**src/rtl/hazard_forward_ctrl_pkg.sv**
```systemverilog
`default_nettype none
// ============================================================================
// Module      : hazard_pkg
// Description : Shared types and codes for the pipeline hazard/forwarding
//               controller: forward-select codes, FSM states, stage shadow
//               record and the producer-match helper.
// Revision    : 1.0 - initial release
// ============================================================================
package hazard_pkg;

  localparam int REG_AW = 5;

  // Operand source selects for the EX-stage operand muxes
  localparam logic [1:0] FWD_ORIG = 2'b00;
  localparam logic [1:0] FWD_MEM  = 2'b01;
  localparam logic [1:0] FWD_WB   = 2'b10;

  typedef enum logic [1:0] {
    ST_RUN        = 2'd0,
    ST_LOAD_STALL = 2'd1,
    ST_MD_WAIT    = 2'd2
  } hz_state_e;

  // Destination/usage info shadowed alongside one pipeline stage
  typedef struct packed {
    logic              valid;
    logic              reg_write;
    logic              mem_read;
    logic              mem_write;
    logic [REG_AW-1:0] rs;
    logic [REG_AW-1:0] rt;
    logic [REG_AW-1:0] wr;
  } stage_info_t;

  // True when stage s will write register r; $0 is hard-wired and never produced
  function automatic logic producer_hit(stage_info_t s, logic [REG_AW-1:0] r);
    return s.reg_write && (s.wr != '0) && (s.wr == r);
  endfunction

endpackage
`default_nettype wire

```
**src/rtl/hazard_forward_ctrl_if.sv**
```systemverilog
`default_nettype none
// ============================================================================
// Module      : hazard_forward_ctrl_if
// Description : ID-stage decode info in, pipeline control selects out.
//               master = pipeline side, slave = hazard controller.
// Revision    : 1.0 - initial release
// ============================================================================
interface hazard_forward_ctrl_if;
  import hazard_pkg::*;

  logic [REG_AW-1:0] Rs_ID;
  logic [REG_AW-1:0] Rt_ID;
  logic              Use_Rs_ID;
  logic              Use_Rt_ID;
  logic [REG_AW-1:0] Write_Reg_ID;
  logic              RegWrite_ID;
  logic              MemRead_ID;
  logic              MemWrite_ID;
  logic              MD_Read_ID;
  logic              MD_Busy;
  logic              Branch_Taken_EX;
  logic [1:0]        Forward_A_EX;
  logic [1:0]        Forward_B_EX;
  logic              Forward_MEM;
  logic              Stall_IF_ID;
  logic              Bubble_ID_EX;
  logic              Flush_IF_ID;

  modport master (
    output Rs_ID, Rt_ID, Use_Rs_ID, Use_Rt_ID, Write_Reg_ID, RegWrite_ID,
           MemRead_ID, MemWrite_ID, MD_Read_ID, MD_Busy, Branch_Taken_EX,
    input  Forward_A_EX, Forward_B_EX, Forward_MEM, Stall_IF_ID,
           Bubble_ID_EX, Flush_IF_ID
  );

  modport slave (
    input  Rs_ID, Rt_ID, Use_Rs_ID, Use_Rt_ID, Write_Reg_ID, RegWrite_ID,
           MemRead_ID, MemWrite_ID, MD_Read_ID, MD_Busy, Branch_Taken_EX,
    output Forward_A_EX, Forward_B_EX, Forward_MEM, Stall_IF_ID,
           Bubble_ID_EX, Flush_IF_ID
  );

endinterface
`default_nettype wire

```
**src/rtl/hazard_forward_ctrl_stage_reg.sv**
```systemverilog
`default_nettype none
// ============================================================================
// Module      : hz_stage_reg
// Description : One shadow-register stage. Advances every cycle; a bubble
//               loads an all-zero record, reset clears the stage.
// Revision    : 1.0 - initial release
// ============================================================================
module hz_stage_reg
  import hazard_pkg::*;
(
  input  logic        clk,
  input  logic        reset,
  input  logic        bubble_i,
  input  stage_info_t d_i,
  output stage_info_t q_o
);

  stage_info_t stage_q;
  stage_info_t stage_d;

  // Bubble replaces the incoming record with a NOP that writes nothing
  always_comb begin
    stage_d = d_i;
    if (bubble_i) begin
      stage_d = '0;
    end
  end

  // Stage never freezes: it always takes the upstream record
  always_ff @(posedge clk) begin
    if (reset) begin
      stage_q <= '0;
    end else begin
      stage_q <= stage_d;
    end
  end

  assign q_o = stage_q;

endmodule
`default_nettype wire

```
**src/rtl/hazard_forward_ctrl.sv**
```systemverilog
`default_nettype none
// ============================================================================
// Module      : hazard_forward_ctrl
// Description : Hazard/forwarding controller for the 5-stage MIPS32 pipeline.
//               Shadows EX/MEM/WB destination info, decodes EX operand and
//               MEM store-data forwarding, and issues stall/bubble/flush.
// Revision    : 1.0 - initial release
// ============================================================================
module hazard_forward_ctrl
  import hazard_pkg::*;
(
  input  logic                 clk,
  input  logic                 reset,
  hazard_forward_ctrl_if.slave bus
);

  stage_info_t id_info;
  stage_info_t ex_q;
  stage_info_t mem_q;
  stage_info_t wb_q;

  hz_state_e   state_q;
  hz_state_e   state_d;

  logic        hz_ld;
  logic        hz_md;
  logic [1:0]  fwd_a;
  logic [1:0]  fwd_b;
  logic        fwd_mem;
  logic        stall;
  logic        bubble;
  logic        flush;

  // Pack the ID-stage decode into the record that enters EX
  always_comb begin
    id_info           = '0;
    id_info.valid     = 1'b1;
    id_info.reg_write = bus.RegWrite_ID;
    id_info.mem_read  = bus.MemRead_ID;
    id_info.mem_write = bus.MemWrite_ID;
    id_info.rs        = bus.Rs_ID;
    id_info.rt        = bus.Rt_ID;
    id_info.wr        = bus.Write_Reg_ID;
  end

  hz_stage_reg u_ex (
    .clk      (clk),
    .reset    (reset),
    .bubble_i (bubble),
    .d_i      (id_info),
    .q_o      (ex_q)
  );

  hz_stage_reg u_mem (
    .clk      (clk),
    .reset    (reset),
    .bubble_i (1'b0),
    .d_i      (ex_q),
    .q_o      (mem_q)
  );

  hz_stage_reg u_wb (
    .clk      (clk),
    .reset    (reset),
    .bubble_i (1'b0),
    .d_i      (mem_q),
    .q_o      (wb_q)
  );

  // Hazard detection against the ID instruction; a store's rt is data only
  // and is picked up later by the MEM store-data forward, so it never stalls
  always_comb begin
    hz_ld = ex_q.mem_read && (ex_q.wr != '0) &&
            ((bus.Use_Rs_ID && (bus.Rs_ID == ex_q.wr)) ||
             (bus.Use_Rt_ID && !bus.MemWrite_ID && (bus.Rt_ID == ex_q.wr)));
    hz_md = bus.MD_Read_ID && bus.MD_Busy;
  end

  // FSM state register
  always_ff @(posedge clk) begin
    if (reset) begin
      state_q <= ST_RUN;
    end else begin
      state_q <= state_d;
    end
  end

  // FSM next state and all control outputs; reset forces every output low
  always_comb begin
    state_d = state_q;
    fwd_a   = FWD_ORIG;
    fwd_b   = FWD_ORIG;
    fwd_mem = 1'b0;
    stall   = 1'b0;
    bubble  = 1'b0;
    flush   = 1'b0;

    case (state_q)
      ST_RUN: begin
        if (hz_ld) begin
          state_d = ST_LOAD_STALL;
        end else if (hz_md) begin
          state_d = ST_MD_WAIT;
        end
      end
      ST_LOAD_STALL: state_d = ST_RUN;
      ST_MD_WAIT: begin
        if (!bus.MD_Busy) begin
          state_d = ST_RUN;
        end
      end
      default: state_d = ST_RUN;
    endcase

    // A taken branch kills the ID instruction, so any pending stall is moot
    if (bus.Branch_Taken_EX) begin
      state_d = ST_RUN;
    end

    if (!reset) begin
      // The younger producer (MEM) holds the newer value, so it wins over WB
      if (producer_hit(mem_q, ex_q.rs)) begin
        fwd_a = FWD_MEM;
      end else if (producer_hit(wb_q, ex_q.rs)) begin
        fwd_a = FWD_WB;
      end
      if (producer_hit(mem_q, ex_q.rt)) begin
        fwd_b = FWD_MEM;
      end else if (producer_hit(wb_q, ex_q.rt)) begin
        fwd_b = FWD_WB;
      end

      fwd_mem = mem_q.mem_write && producer_hit(wb_q, mem_q.rt);

      if (bus.Branch_Taken_EX) begin
        flush  = 1'b1;
        bubble = 1'b1;
      end else if (hz_ld || hz_md) begin
        stall  = 1'b1;
        bubble = 1'b1;
      end
    end
  end

  assign bus.Forward_A_EX = fwd_a;
  assign bus.Forward_B_EX = fwd_b;
  assign bus.Forward_MEM  = fwd_mem;
  assign bus.Stall_IF_ID  = stall;
  assign bus.Bubble_ID_EX = bubble;
  assign bus.Flush_IF_ID  = flush;

  // Shadow fields carried for completeness but not consumed by any decode
  logic unused_fields;
  assign unused_fields = ^{ex_q.valid, ex_q.reg_write, ex_q.mem_write,
                           mem_q.valid, mem_q.mem_read, mem_q.rs,
                           wb_q.valid, wb_q.mem_read, wb_q.mem_write,
                           wb_q.rs, wb_q.rt};

endmodule
`default_nettype wire

```
**src/flat_wrapper.sv**
```systemverilog
// flat-port wrapper written by rule: the top's interface ports become plain ports
module hazard_forward_ctrl_flat import hazard_pkg::*;
  (clk, reset, bus_Rs_ID, bus_Rt_ID, bus_Use_Rs_ID, bus_Use_Rt_ID, bus_Write_Reg_ID, bus_RegWrite_ID, bus_MemRead_ID, bus_MemWrite_ID, bus_MD_Read_ID, bus_MD_Busy, bus_Branch_Taken_EX, bus_Forward_A_EX, bus_Forward_B_EX, bus_Forward_MEM, bus_Stall_IF_ID, bus_Bubble_ID_EX, bus_Flush_IF_ID);
  hazard_forward_ctrl_if bus_i ();
  input  logic clk;
  input  logic reset;
  input wire logic [$bits(bus_i.Rs_ID)-1:0] bus_Rs_ID;
  input wire logic [$bits(bus_i.Rt_ID)-1:0] bus_Rt_ID;
  input wire logic [$bits(bus_i.Use_Rs_ID)-1:0] bus_Use_Rs_ID;
  input wire logic [$bits(bus_i.Use_Rt_ID)-1:0] bus_Use_Rt_ID;
  input wire logic [$bits(bus_i.Write_Reg_ID)-1:0] bus_Write_Reg_ID;
  input wire logic [$bits(bus_i.RegWrite_ID)-1:0] bus_RegWrite_ID;
  input wire logic [$bits(bus_i.MemRead_ID)-1:0] bus_MemRead_ID;
  input wire logic [$bits(bus_i.MemWrite_ID)-1:0] bus_MemWrite_ID;
  input wire logic [$bits(bus_i.MD_Read_ID)-1:0] bus_MD_Read_ID;
  input wire logic [$bits(bus_i.MD_Busy)-1:0] bus_MD_Busy;
  input wire logic [$bits(bus_i.Branch_Taken_EX)-1:0] bus_Branch_Taken_EX;
  output wire logic [$bits(bus_i.Forward_A_EX)-1:0] bus_Forward_A_EX;
  output wire logic [$bits(bus_i.Forward_B_EX)-1:0] bus_Forward_B_EX;
  output wire logic [$bits(bus_i.Forward_MEM)-1:0] bus_Forward_MEM;
  output wire logic [$bits(bus_i.Stall_IF_ID)-1:0] bus_Stall_IF_ID;
  output wire logic [$bits(bus_i.Bubble_ID_EX)-1:0] bus_Bubble_ID_EX;
  output wire logic [$bits(bus_i.Flush_IF_ID)-1:0] bus_Flush_IF_ID;
  assign bus_i.Rs_ID = bus_Rs_ID;
  assign bus_i.Rt_ID = bus_Rt_ID;
  assign bus_i.Use_Rs_ID = bus_Use_Rs_ID;
  assign bus_i.Use_Rt_ID = bus_Use_Rt_ID;
  assign bus_i.Write_Reg_ID = bus_Write_Reg_ID;
  assign bus_i.RegWrite_ID = bus_RegWrite_ID;
  assign bus_i.MemRead_ID = bus_MemRead_ID;
  assign bus_i.MemWrite_ID = bus_MemWrite_ID;
  assign bus_i.MD_Read_ID = bus_MD_Read_ID;
  assign bus_i.MD_Busy = bus_MD_Busy;
  assign bus_i.Branch_Taken_EX = bus_Branch_Taken_EX;
  assign bus_Forward_A_EX = bus_i.Forward_A_EX;
  assign bus_Forward_B_EX = bus_i.Forward_B_EX;
  assign bus_Forward_MEM = bus_i.Forward_MEM;
  assign bus_Stall_IF_ID = bus_i.Stall_IF_ID;
  assign bus_Bubble_ID_EX = bus_i.Bubble_ID_EX;
  assign bus_Flush_IF_ID = bus_i.Flush_IF_ID;
  hazard_forward_ctrl u_core (.clk(clk), .reset(reset), .bus(bus_i));
endmodule
```
**config.mk**
```make
export PLATFORM = sky130hd
export DESIGN_NAME = hazard_forward_ctrl_flat
export DESIGN_NICKNAME = d
export VERILOG_FILES = /design/src/rtl/hazard_forward_ctrl_pkg.sv /design/src/rtl/hazard_forward_ctrl_if.sv /design/src/rtl/hazard_forward_ctrl_stage_reg.sv /design/src/rtl/hazard_forward_ctrl.sv /design/src/flat_wrapper.sv
export SDC_FILE = /design/constraint.sdc
export NUM_CORES = 1
export LEC_CHECK = 0
export ABC_AREA = 1
export BUFFER_PORTS_ARGS = -buffer_cell sky130_fd_sc_hd__buf_2
export CORE_UTILIZATION = 35
export CTS_BUF_LIST = sky130_fd_sc_hd__clkbuf_8
export DETAILED_ROUTE_END_ITERATION = 6
export PLACE_DENSITY = 0.55
export SLEW_MARGIN = 20
export SYNTH_ARGS = -nofsm -noshare
export SYNTH_HDL_FRONTEND = slang
export SYNTH_SLANG_ARGS = --single-unit
```
**constraint.sdc**
```tcl
create_clock -name clk -period 1.5 [get_ports clk]
set_input_delay 0.3 -clock clk [delete_from_list [all_inputs] [get_ports clk]]
set_output_delay 0.3 -clock clk [all_outputs]
set_load 0.1 [all_outputs]
```
==> flow_metrics.tcl, run 1 <==
set metrics [dict create \
    seq_area_frac_synth 0.439 \
    gp_congestion 0.797 \
    die_h_microns 70.5 \
    power_frac_seq 0.494 \
    swShare 0.263 \
    critPathSlowestCell "dfxtp_4" \
    vias 1545 \
    cp-end-kind "output port" \
    synthCells 235 \
    intPower_mw 1.50 \
    crit_required_ns 1.20 \
    htreeDepth 2 \
    dp_hpwl_mm 2.70 \
    synth_warnings 0 \
    die_area_sq_um 4960 \
    holdWs_ns 0.206 \
    drcViolationCount 2 \
    max_stage_delay_ns 0.37 \
    comb_power_share 0.166 \
    timing.max_slew.rel_slack 0.849 \
    net-switching-power_mw 0.535 \
    synthToLayoutAreaGrowth_pct 52.9 \
    cpMostUsedCell "nand2_1" \
    status "finished, violations left" \
    synth_most_common_cell "nand2_1" \
    netlist_area_sq_um 1640 \
    worstSetupStartpointType "flop" \
    max_freq_mhz 531 \
    crit_family "simple AND/OR/NAND/NOR gates" \
    cts_sinks 36 \
    dp_slack_ns -0.275 \
    synth_top_area_cell "dfxtp_1" \
    ys_types 22 \
    core.rowCount 24 \
    ant_nets 0 \
    fp.coreArea_sq_um 4440 \
    power_frac_clock 0.340 \
    grt_pass1_vias 1465 \
    cts_buffers 5 \
    cp_num_buf_inv 2 \
    io_buffers 32 \
    drtIter0Drc 55 \
    p_leak_nw 1.28 \
    synth_top_area_frac 0.439 \
    antenna_found_initial 0 \
    path_clk_slew_ns 0.07 \
    fin_tns_setup_ns -2.16 \
    min_path_type "in -> reg" \
    cts_tree "built" \
    setup_viol 8 \
    fin_skew_ns 0.00553 \
    synth-seq-cells 36 \
    hold_buffers 0 \
    syn_avg_cell_area_sq_um 6.98 \
    cellPowerDensity_nw_per_um2 810 \
    final_hold_viol_count 0 \
    drive_gt1_frac 0.469 \
    grt_max_degree 19 \
    first_pass_iters 6 \
    insertion_delay_ns 0.29 \
    netlist_top_cells_area "dfxtp_1, nand2_1, nor2_1" \
    post-route-period-util 1.26 \
    synth_edf_count 0 \
    gr-total-overflow 0 \
    wl_per_cell_microns 10.2 \
    ys.flop_type "dfxtp_1" \
    via_per_inst 4.33 \
    synth_nets 260 \
    io-pin-count 33 \
    cp_max_fo 4 \
    stdcell_count 357 \
    die-width_microns 70.5 \
    synth_top_cells_by_count "nand2_1, nor2_1, inv_1" \
    finalWirelength_mm 3.63 \
    setup_ws_ns -0.383 \
    ir_worst_vdd_v 0.000586 \
    clock_path_buffers 2 \
    grt_use_total 0.169 \
    worst_slew_pin_slew_ns 0.226 \
    worst_ep_arrival_time_ns 1.58 \
    maxSlewViolCount 0 \
    async_reset_ff_frac 0 \
    rsz0062_at_grt "yes" \
    fin_crit_ns 1.88 \
    maxCapViolCount 0 \
    cts_root_buf "clkbuf_8" \
    violations "design-rule violations, negative setup slack" \
    path_cells "inv_4, nand2_1, nand2_1, nor2_1, nand3_1, nand2_1, nand2_2, nand2_2, nand2_4, nor2_4, buf_12" \
    path_class "reg -> out" \
    diodes 0 \
    dpl.cell_count 336 \
    finish.net_count 329 \
    fillers 435 \
    grt_pass1_wl_mm 6.33 \
    initial_utilization 0.369 \
]
-- logic make-up (layout without fill, tap and decap cells) --
logic type	count (synthesis)	count (layout)	share of synthesized area
AOI/OAI and AO/OA	15	15	0.0534
xor gates and xnor gates	11	11	0.0587
buffers and inverters	51	121	0.127
DFF	36	36	0.439
and+or+nand+nor	122	122	0.322
-- path summary, 6_finish.rpt --
kind	end	startpoint	cells past startpoint	slack, ns
max	bus_Stall_IF_ID	u_core.u_ex.q_o[4]$_SDFF_PP0_	11	-0.38
min	u_core.u_ex.q_o[4]$_SDFF_PP0_	bus_Write_Reg_ID[4]	3	0.21
max reg2reg	u_core.u_mem.q_o[4]$_SDFF_PP0_	u_core.u_ex.q_o[4]$_SDFF_PP0_	10	-0.01
min reg2reg	u_core.u_mem.q_o[17]$_SDFF_PP0_	u_core.u_ex.q_o[17]$_SDFF_PP0_	2	0.40
-- timing repair --
item | CTS | global route
endpoints found under the setup margin | 7 | 26
setup buffers | 11 | 5
resized for setup | 23 | 18
pin swaps | 19 | 9
-- cells in the final DEF (no fill, tap or decap) --
cell,instances
nand2_2,4
nor3_2,2
nand2_1,45
inv_1,33
buf_2,24
a22o_1,1
o22ai_1,4
o22ai_2,1
o21ai_1,1
nor3_4,2
xnor2_1,3
inv_2,13
nor2_2,11
nand3_1,4
buf_6,3
nand3_4,1
xor2_1,8
nand4_1,4
dfxtp_1,15
o21ai_0,2
a21oi_4,1
nand2_4,3
nand3_2,2
nor3_1,1
a211oi_2,1
a21oi_1,4
dfxtp_2,15
buf_4,29
nor2_4,6
clkbuf_8,6
buf_12,9
dfxtp_4,6
nor2_1,37
inv_4,4
-- worst register-to-register path, delay by kind of cell, from the launching register on --
family | cells | cell delay [ns]
simple gates | 1 | 0.08
flops | 1 | 0.37
buf+inv | 9 | 1.00
-- through the flow --
step | power, mW | instance area (sq um) | util
2_1_floorplan | 1.20 | 1730 | -
6_report | 2.03 | 2510 | 0.564
5_1_grt | 2.13 | 2510 | 0.564
3_3_place_gp | 1.32 | 2200 | 0.495
3_5_place_dp | 1.32 | 2200 | 0.495
4_1_cts | 2.03 | 2430 | 0.547
-- layout make-up --
| class | instances | area (sq um) | area share |
|---|---|---|---|
| Inverter | 48 | 190 | 0.0758 |
| Sequential cell | 36 | 762 | 0.304 |
| Multi-Input combinational cell | 148 | 850 | 0.339 |
| Tap cell | 52 | 65.1 | 0.0259 |
| Clock inverter | 2 | 7.51 | 0.00299 |
| Timing Repair Buffer | 65 | 552 | 0.220 |
| Clock buffer | 6 | 82.6 | 0.0329 |
-- state kept, by name, indices dropped and copies added, names as in the netlist --
register,count
u_core.u_ex.q_o,18
u_core.u_mem.q_o,12
u_core.u_wb.q_o,6
-- layer usage --
layer,share of wire,global-route usage,vias up
met3,0.038,0.0519,8
li1,-,-,842
met2,0.51,0.283,35
met4,0.021,0.0839,0
met5,0,0,-
met1,0.43,0.193,660
-- power groups by stage --
| stage | clock [mW] | sequential, mW | combinational [mW] |
|---|---|---|---|
| 2_1_floorplan | 0 | 1.02 | 0.181 |
| 4_1_cts | 0.706 | 1.00 | 0.324 |
| 3_3_place_gp | 0 | 1.03 | 0.293 |
| 5_1_grt | 0.755 | 1.01 | 0.372 |
| 3_5_place_dp | 0 | 1.03 | 0.295 |
| 6_report | 0.691 | 1.00 | 0.338 |
Power figures use the tool's default switching activity.
==> run 2, diff against run 1 <==
==> constraint.sdc (replaced) <==
create_clock -name clk -period 1.5 [get_ports clk]
set_input_delay 0.3 -clock clk [delete_from_list [all_inputs] [get_ports clk]]
set_output_delay 0.3 -clock clk [all_outputs]
set_load 0.02 [all_outputs]
==> run 2 against run 1 <==
The run still ends with design-rule violations, negative setup slack left; sequential share of layout area increased by 2.3 points; sequential power about the same; register-to-register slack improved by 0.10 ns; critical path depth unchanged; first-iteration DRC count increased by 1.8%; clock power increased by 18%; routed wire length decreased by 3.4%; final cell count decreased by 2.2%; non-clock buffer count decreased by 8; core utilization decreased by 4.4 points; die area unchanged; flip-flop and latch count unchanged.
==> flow_metrics.tcl, run 2 (synthesis gave the netlist of run 1 again) <==
set metrics [dict create \
    cp_max_fo 4 \
    fin_tns_setup_ns -1.43 \
    io-pin-count 33 \
    comb_power_share 0.134 \
    fp.coreArea_sq_um 4440 \
    drive_gt1_frac 0.441 \
    intPower_mw 1.60 \
    final_hold_viol_count 0 \
    fin_util 0.520 \
    setup_ws_ns -0.326 \
    grt_pass1_vias 1329 \
    dp_hpwl_mm 2.64 \
    insertion_delay_ns 0.28 \
    antenna_found_initial 0 \
    status "finished, violations left" \
    final_cell_mix "nor2_1, nand2_1, inv_1, buf_4, buf_2" \
    diodes 0 \
    min_path_type "in -> reg" \
    grt_use_total 0.147 \
    io_buffers 32 \
    net-switching-power_mw 0.500 \
    die_area_sq_um 4960 \
    ff2ff_setup_slack_ns 0.09 \
    via_per_inst 4.26 \
    clock_path_buffers 2 \
    maxCapViolCount 0 \
    worst_slew_pin_slew_ns 0.230 \
    gr-total-overflow 0 \
    cp-end-kind "output port" \
    power_frac_clock 0.389 \
    core.rowCount 24 \
    synthToLayoutAreaGrowth_pct 40.9 \
    finish.net_count 321 \
    rsz0062_at_grt "yes" \
    path_cells "inv_4, nand2_2, nand2_2, nor2_4, nand3_2, nand2_2, nand2_2, nand2_2, nand2_2, nor2_1, buf_4" \
    die_h_microns 70.5 \
    drcViolationCount 2 \
    crit_required_ns 1.20 \
    path_class "reg -> out" \
    worst_ep_arrival_time_ns 1.53 \
    seqCellArea_sq_um 754 \
    cts_buffers 5 \
    final_common_cell "nor2_1" \
    ir_worst_vdd_v 0.000547 \
    wl_per_cell_microns 10.0 \
    die-width_microns 70.5 \
    swShare 0.238 \
    stdcell_count 349 \
    worstSetupStartpointType "flop" \
    htreeDepth 2 \
    p_leak_nw 1.20 \
    timing.max_slew.rel_slack 0.846 \
    multiInputGateArea_sq_um 803 \
    power_frac_seq 0.477 \
    cts_root_buf "clkbuf_8" \
    maxSlewViolCount 0 \
    max_stage_delay_ns 0.37 \
    fillers 455 \
    initial_utilization 0.369 \
    setup_viol 7 \
    fin_crit_ns 1.83 \
    cpMostUsedCell "nand2_2" \
    grt_max_degree 19 \
    critPathSlowestCell "dfxtp_4" \
    fin_skew_ns 0.00763 \
    finalWirelength_mm 3.50 \
    cts_tree "built" \
    path_clk_slew_ns 0.07 \
    ant_nets 0 \
    cts_sinks 36 \
    cellPowerDensity_nw_per_um2 909 \
    drtIter0Drc 56 \
    grt_pass1_wl_mm 5.66 \
    post-route-period-util 1.22 \
    dpl.cell_count 335 \
    violations "design-rule violations, negative setup slack" \
    first_pass_iters 6 \
    gp_congestion 0.794 \
    max_freq_mhz 548 \
    largest_register_ffs 18 \
    vias 1485 \
]
==> run 2: cell types whose count changed in the layout (fill, tap and decap cells not counted), sizes merged <==
cell	previous run	this run
clkbuf	6	5
bufinv	0	1
clkinv	0	1
buf	65	57
inv	50	49
==> run 2: power by group through the flow <==
stage / clock, mW / sequential [mW] / combinational (mW)
global placement: 0 / 1.03 / 0.230
detailed placement: 0 / 1.03 / 0.232
global route: 0.884 / 1.00 / 0.311
floorplan: 0 / 1.02 / 0.139
CTS: 0.838 / 1.00 / 0.246
finish: 0.818 / 1.00 / 0.281
==> run 2: layer usage <==
metal  track usage  up-vias  wire, microns
met5             0        -              0
met4        0.0703        0             72
met3        0.0375        7            114
met2         0.242       27           1690
met1         0.179      625           1620
li1              -      826              -
==> run 2: per-stage QoR <==
step                setup WS, ns  hold slack, ns  power [mW]  instance area [sq um]
floorplan                 0.0289           0.388        1.16                   1640
global placement          -0.146           0.391        1.26                   1980
detailed placement        -0.157           0.394        1.26                   1980
CTS                       -0.309           0.211        2.09                   2170
global route              -0.409           0.214        2.20                   2310
finish                    -0.326           0.215        2.10                   2310
==> run 2: area by class of cell <==
type / count / area share
clock buffers: 5 / 0.0298
clock inverters: 3 / 0.0168
inverters: 48 / 0.0801
multi-input cells: 148 / 0.348
flip-flops and latches: 36 / 0.326
well taps: 52 / 0.0282
repair buffers: 57 / 0.171
==> run 2: timing repair <==
action                                  CTS  global route
buffers inserted                          2             4
endpoints found under the setup margin   25            25
cloned                                    0             0
pin swaps                                16            22
hold buffers                              0             0
resized for setup                        36            33
==> run 2: worst paths after layout <==
check                           cells past startpoint                         endpoint                      startpoint
worst max-delay path                               11                  bus_Stall_IF_ID   u_core.u_ex.q_o[4]$_SDFF_PP0_
worst min-delay path                                3    u_core.u_ex.q_o[1]$_SDFF_PP0_             bus_Write_Reg_ID[1]
worst max register to register                     11   u_core.u_ex.q_o[14]$_SDFF_PP0_   u_core.u_ex.q_o[4]$_SDFF_PP0_
worst min register to register                      2  u_core.u_mem.q_o[15]$_SDFF_PP0_  u_core.u_ex.q_o[15]$_SDFF_PP0_
==> run 2: critical path, delay by kind of cell, from the launching register on <==
kind          cells  cell delay [ns]
buf+inv           2             0.18
flops             1             0.37
simple gates      9             0.69
==> run 3, diff against run 2 <==
--- a/config.mk
+++ b/config.mk
@@ -5,7 +5,6 @@
 export SDC_FILE = /design/constraint.sdc
 export NUM_CORES = 1
 export LEC_CHECK = 0
-export ABC_AREA = 1
 export BUFFER_PORTS_ARGS = -buffer_cell sky130_fd_sc_hd__buf_2
 export CORE_UTILIZATION = 35
 export CTS_BUF_LIST = sky130_fd_sc_hd__clkbuf_8
==> run 3 against run 2 <==
Clock skew shrank 0.0035 ns; synthesized cell count shrank 29%; setup slack lost 0.25 ns; first-iteration DRC count shrank 54%; largest cell class unchanged; total power grew 0.95%; final area grew 2.0%; sequential share of layout area shrank 1.6 points; critical path depth shrank 7; the flow finishes with violations (negative setup slack); sequential power is essentially flat; highest routed layer unchanged.
==> flow_metrics.tcl, run 3 <==
set metrics [dict create \
    status "finished, violations left" \
    violations "negative setup slack" \
    ff2ff_setup_slack_ns 0.02 \
    startpoint "u_core.u_ex.q_o[6]$_SDFF_PP0_" \
    stdcell_count 289 \
    cellPowerDensity_nw_per_um2 900 \
    gr-total-overflow 0 \
    grt_pass1_vias 1409 \
    synth_top_area_cell "dfxtp_1" \
    async_reset_ff_frac 0 \
    syn_avg_cell_area_sq_um 9.36 \
    synth_top_area_frac 0.461 \
    place_area_sq_um 2070 \
    cts_root_buf "clkbuf_8" \
    post-route-period-util 1.38 \
    synth_most_common_cell "dfxtp_1" \
    clock_path_buffers 2 \
    crit_path_end "bus_Forward_B_EX[1]" \
    insertion_delay_ns 0.29 \
    final_cell_mix "buf_4, dfxtp_1, xnor2_1, buf_2, nand2_1" \
    synth_edf_count 0 \
    core.rowCount 23 \
    fin_crit_ns 2.07 \
    wl_per_cell_microns 13.5 \
    rsz0062_at_grt "yes" \
    ys.flop_type "dfxtp_1" \
    ys_types 27 \
    largest_register_ffs 18 \
    die-width_microns 68.8 \
    p_leak_nw 1.01 \
    fin_skew_ns 0.00409 \
    gp_congestion 0.804 \
    synth-seq-cells 36 \
    synthCells 167 \
    vias 1360 \
    setup_ws_ns -0.575 \
    synth_warnings 0 \
    diodes 0 \
    fin_area_sq_um 2360 \
    via_per_inst 4.71 \
    htreeDepth 2 \
    synthToLayoutAreaGrowth_pct 50.8 \
    final_hold_viol_count 0 \
    finish.net_count 263 \
    timing.max_slew.rel_slack 0.800 \
    ant_nets 0 \
    netlist_area_sq_um 1560 \
    drcViolationCount 0 \
    fillers 391 \
    cts_buffers 5 \
    seq_area_frac_synth 0.461 \
    cp_max_fo 2 \
    synth_nets 192 \
    final_common_cell "buf_4" \
    r2r-end "u_core.u_ex.q_o[6]$_SDFF_PP0_" \
    dp_slack_ns -0.344 \
    grt_use_total 0.188 \
    max_freq_mhz 482 \
    netlist_top_cells_area "dfxtp_1, xnor2_1, nor2b_1" \
    grt_pass1_wl_mm 6.28 \
    die_h_microns 68.8 \
    initial_utilization 0.377 \
    first_pass_iters 3 \
    setup_viol 7 \
    io-pin-count 33 \
    fin_util 0.569 \
    synth_top_cells_by_count "dfxtp_1, xnor2_1, nand2_1" \
    drive_gt1_frac 0.490 \
    io_buffers 32 \
    die_area_sq_um 4740 \
    r2r_start "u_core.u_ex.q_o[0]$_SDFF_PP0_" \
    fin_tns_setup_ns -3.69 \
    maxSlewViolCount 0 \
    maxCapViolCount 0 \
    worst_ep_arrival_time_ns 1.77 \
    worst-r2r-cell-count 4 \
    path_clk_slew_ns 0.07 \
    crit_required_ns 1.20 \
    ir_worst_vdd_v 0.000515 \
    cts_tree "built" \
    dp_hpwl_mm 2.93 \
    cts_sinks 36 \
    worstSetupStartpointType "flop" \
    worst_slew_pin_slew_ns 0.299 \
    grt_max_degree 24 \
    path_class "reg -> out" \
    antenna_found_initial 0 \
    cp-end-kind "output port" \
    dpl.cell_count 279 \
    min_path_type "in -> reg" \
    fp.coreArea_sq_um 4140 \
    drtIter0Drc 26 \
    finalWirelength_mm 3.89 \
]
## run 3: cell types whose count changed after synthesis, sizes merged, moves of 4 or more
| cell | previous run | this run |
|---|---|---|
| a21oi | 5 | 18 |
| or4 | 0 | 4 |
| nor2 | 54 | 1 |
| nand3 | 7 | 3 |
| xnor2 | 3 | 27 |
| nand2 | 52 | 22 |
| inv | 48 | 1 |
| nor2b | 0 | 19 |
| o22ai | 5 | 1 |
## run 3: worst min path at each step
stage / start / to / cells after the start
final: bus_Write_Reg_ID[1] / u_core.u_ex.q_o[1]$_SDFF_PP0_ / 3
after global routing: bus_Write_Reg_ID[3] / u_core.u_ex.q_o[3]$_SDFF_PP0_ / 3
after CTS: bus_Write_Reg_ID[3] / u_core.u_ex.q_o[3]$_SDFF_PP0_ / 3
after detailed placement: u_core.u_ex.q_o[17]$_SDFF_PP0_ / u_core.u_mem.q_o[17]$_SDFF_PP0_ / 1
after global placement: u_core.u_ex.q_o[17]$_SDFF_PP0_ / u_core.u_mem.q_o[17]$_SDFF_PP0_ / 1
after floorplan: u_core.u_ex.q_o[15]$_SDFF_PP0_ / u_core.u_mem.q_o[15]$_SDFF_PP0_ / 1
## run 3: cell families (layout without fill, tap and decap cells)
kind of cell           after synthesis  in the layout  synth area share
XOR/XNOR                            35             35             0.196
AO/OA/AOI/OAI                       26             26             0.102
AND/OR/NAND/NOR                     62             62             0.216
buffers and inverters                8             80            0.0248
flip-flops                          36             36             0.461
## run 3: routing by layer
metal / GRT usage / share of wire / vias to the layer above
met5: 0 / 0 / -
met4: 0.0867 / 0.021 / 0
met3: 0.0444 / 0.040 / 8
met2: 0.352 / 0.52 / 35
met1: 0.196 / 0.42 / 616
li1: - / - / 701
## run 3: where the power goes
part           switching (mW)  internal [mW]
combinational           0.136          0.149
sequential             0.0203          0.984
clock                   0.345          0.486
total                   0.502           1.62
## run 3: cell type report
class	instances	area, sq um	share of cell area
clock buffer	5	68.8	0.0292
clock inverter	3	38.8	0.0165
inverter	1	3.75	0.00159
multi-input combinational	123	942	0.400
sequential	36	732	0.311
tap	50	62.6	0.0265
timing repair buffer	71	509	0.216
## run 3: per-stage QoR
stage,hold WS [ns],power [mW]
after floorplan,0.414,1.16
after global placement,0.417,1.27
after detailed placement,0.443,1.28
after CTS,0.213,2.12
after global routing,0.233,2.21
final,0.232,2.12
## run 3: timing repair
action | CTS | global route
buffers inserted | 1 | 2
setup endpoints to repair | 25 | 25
resized for setup | 29 | 18
hold buffers | 0 | 0
pin swaps | 9 | 5
## run 3: worst max-delay path: stages (launching register included)
cell     delay [ns]
dfxtp_2        0.33
xor2_1         0.15
or4_4          0.54
nor4_4         0.28
buf_4          0.18
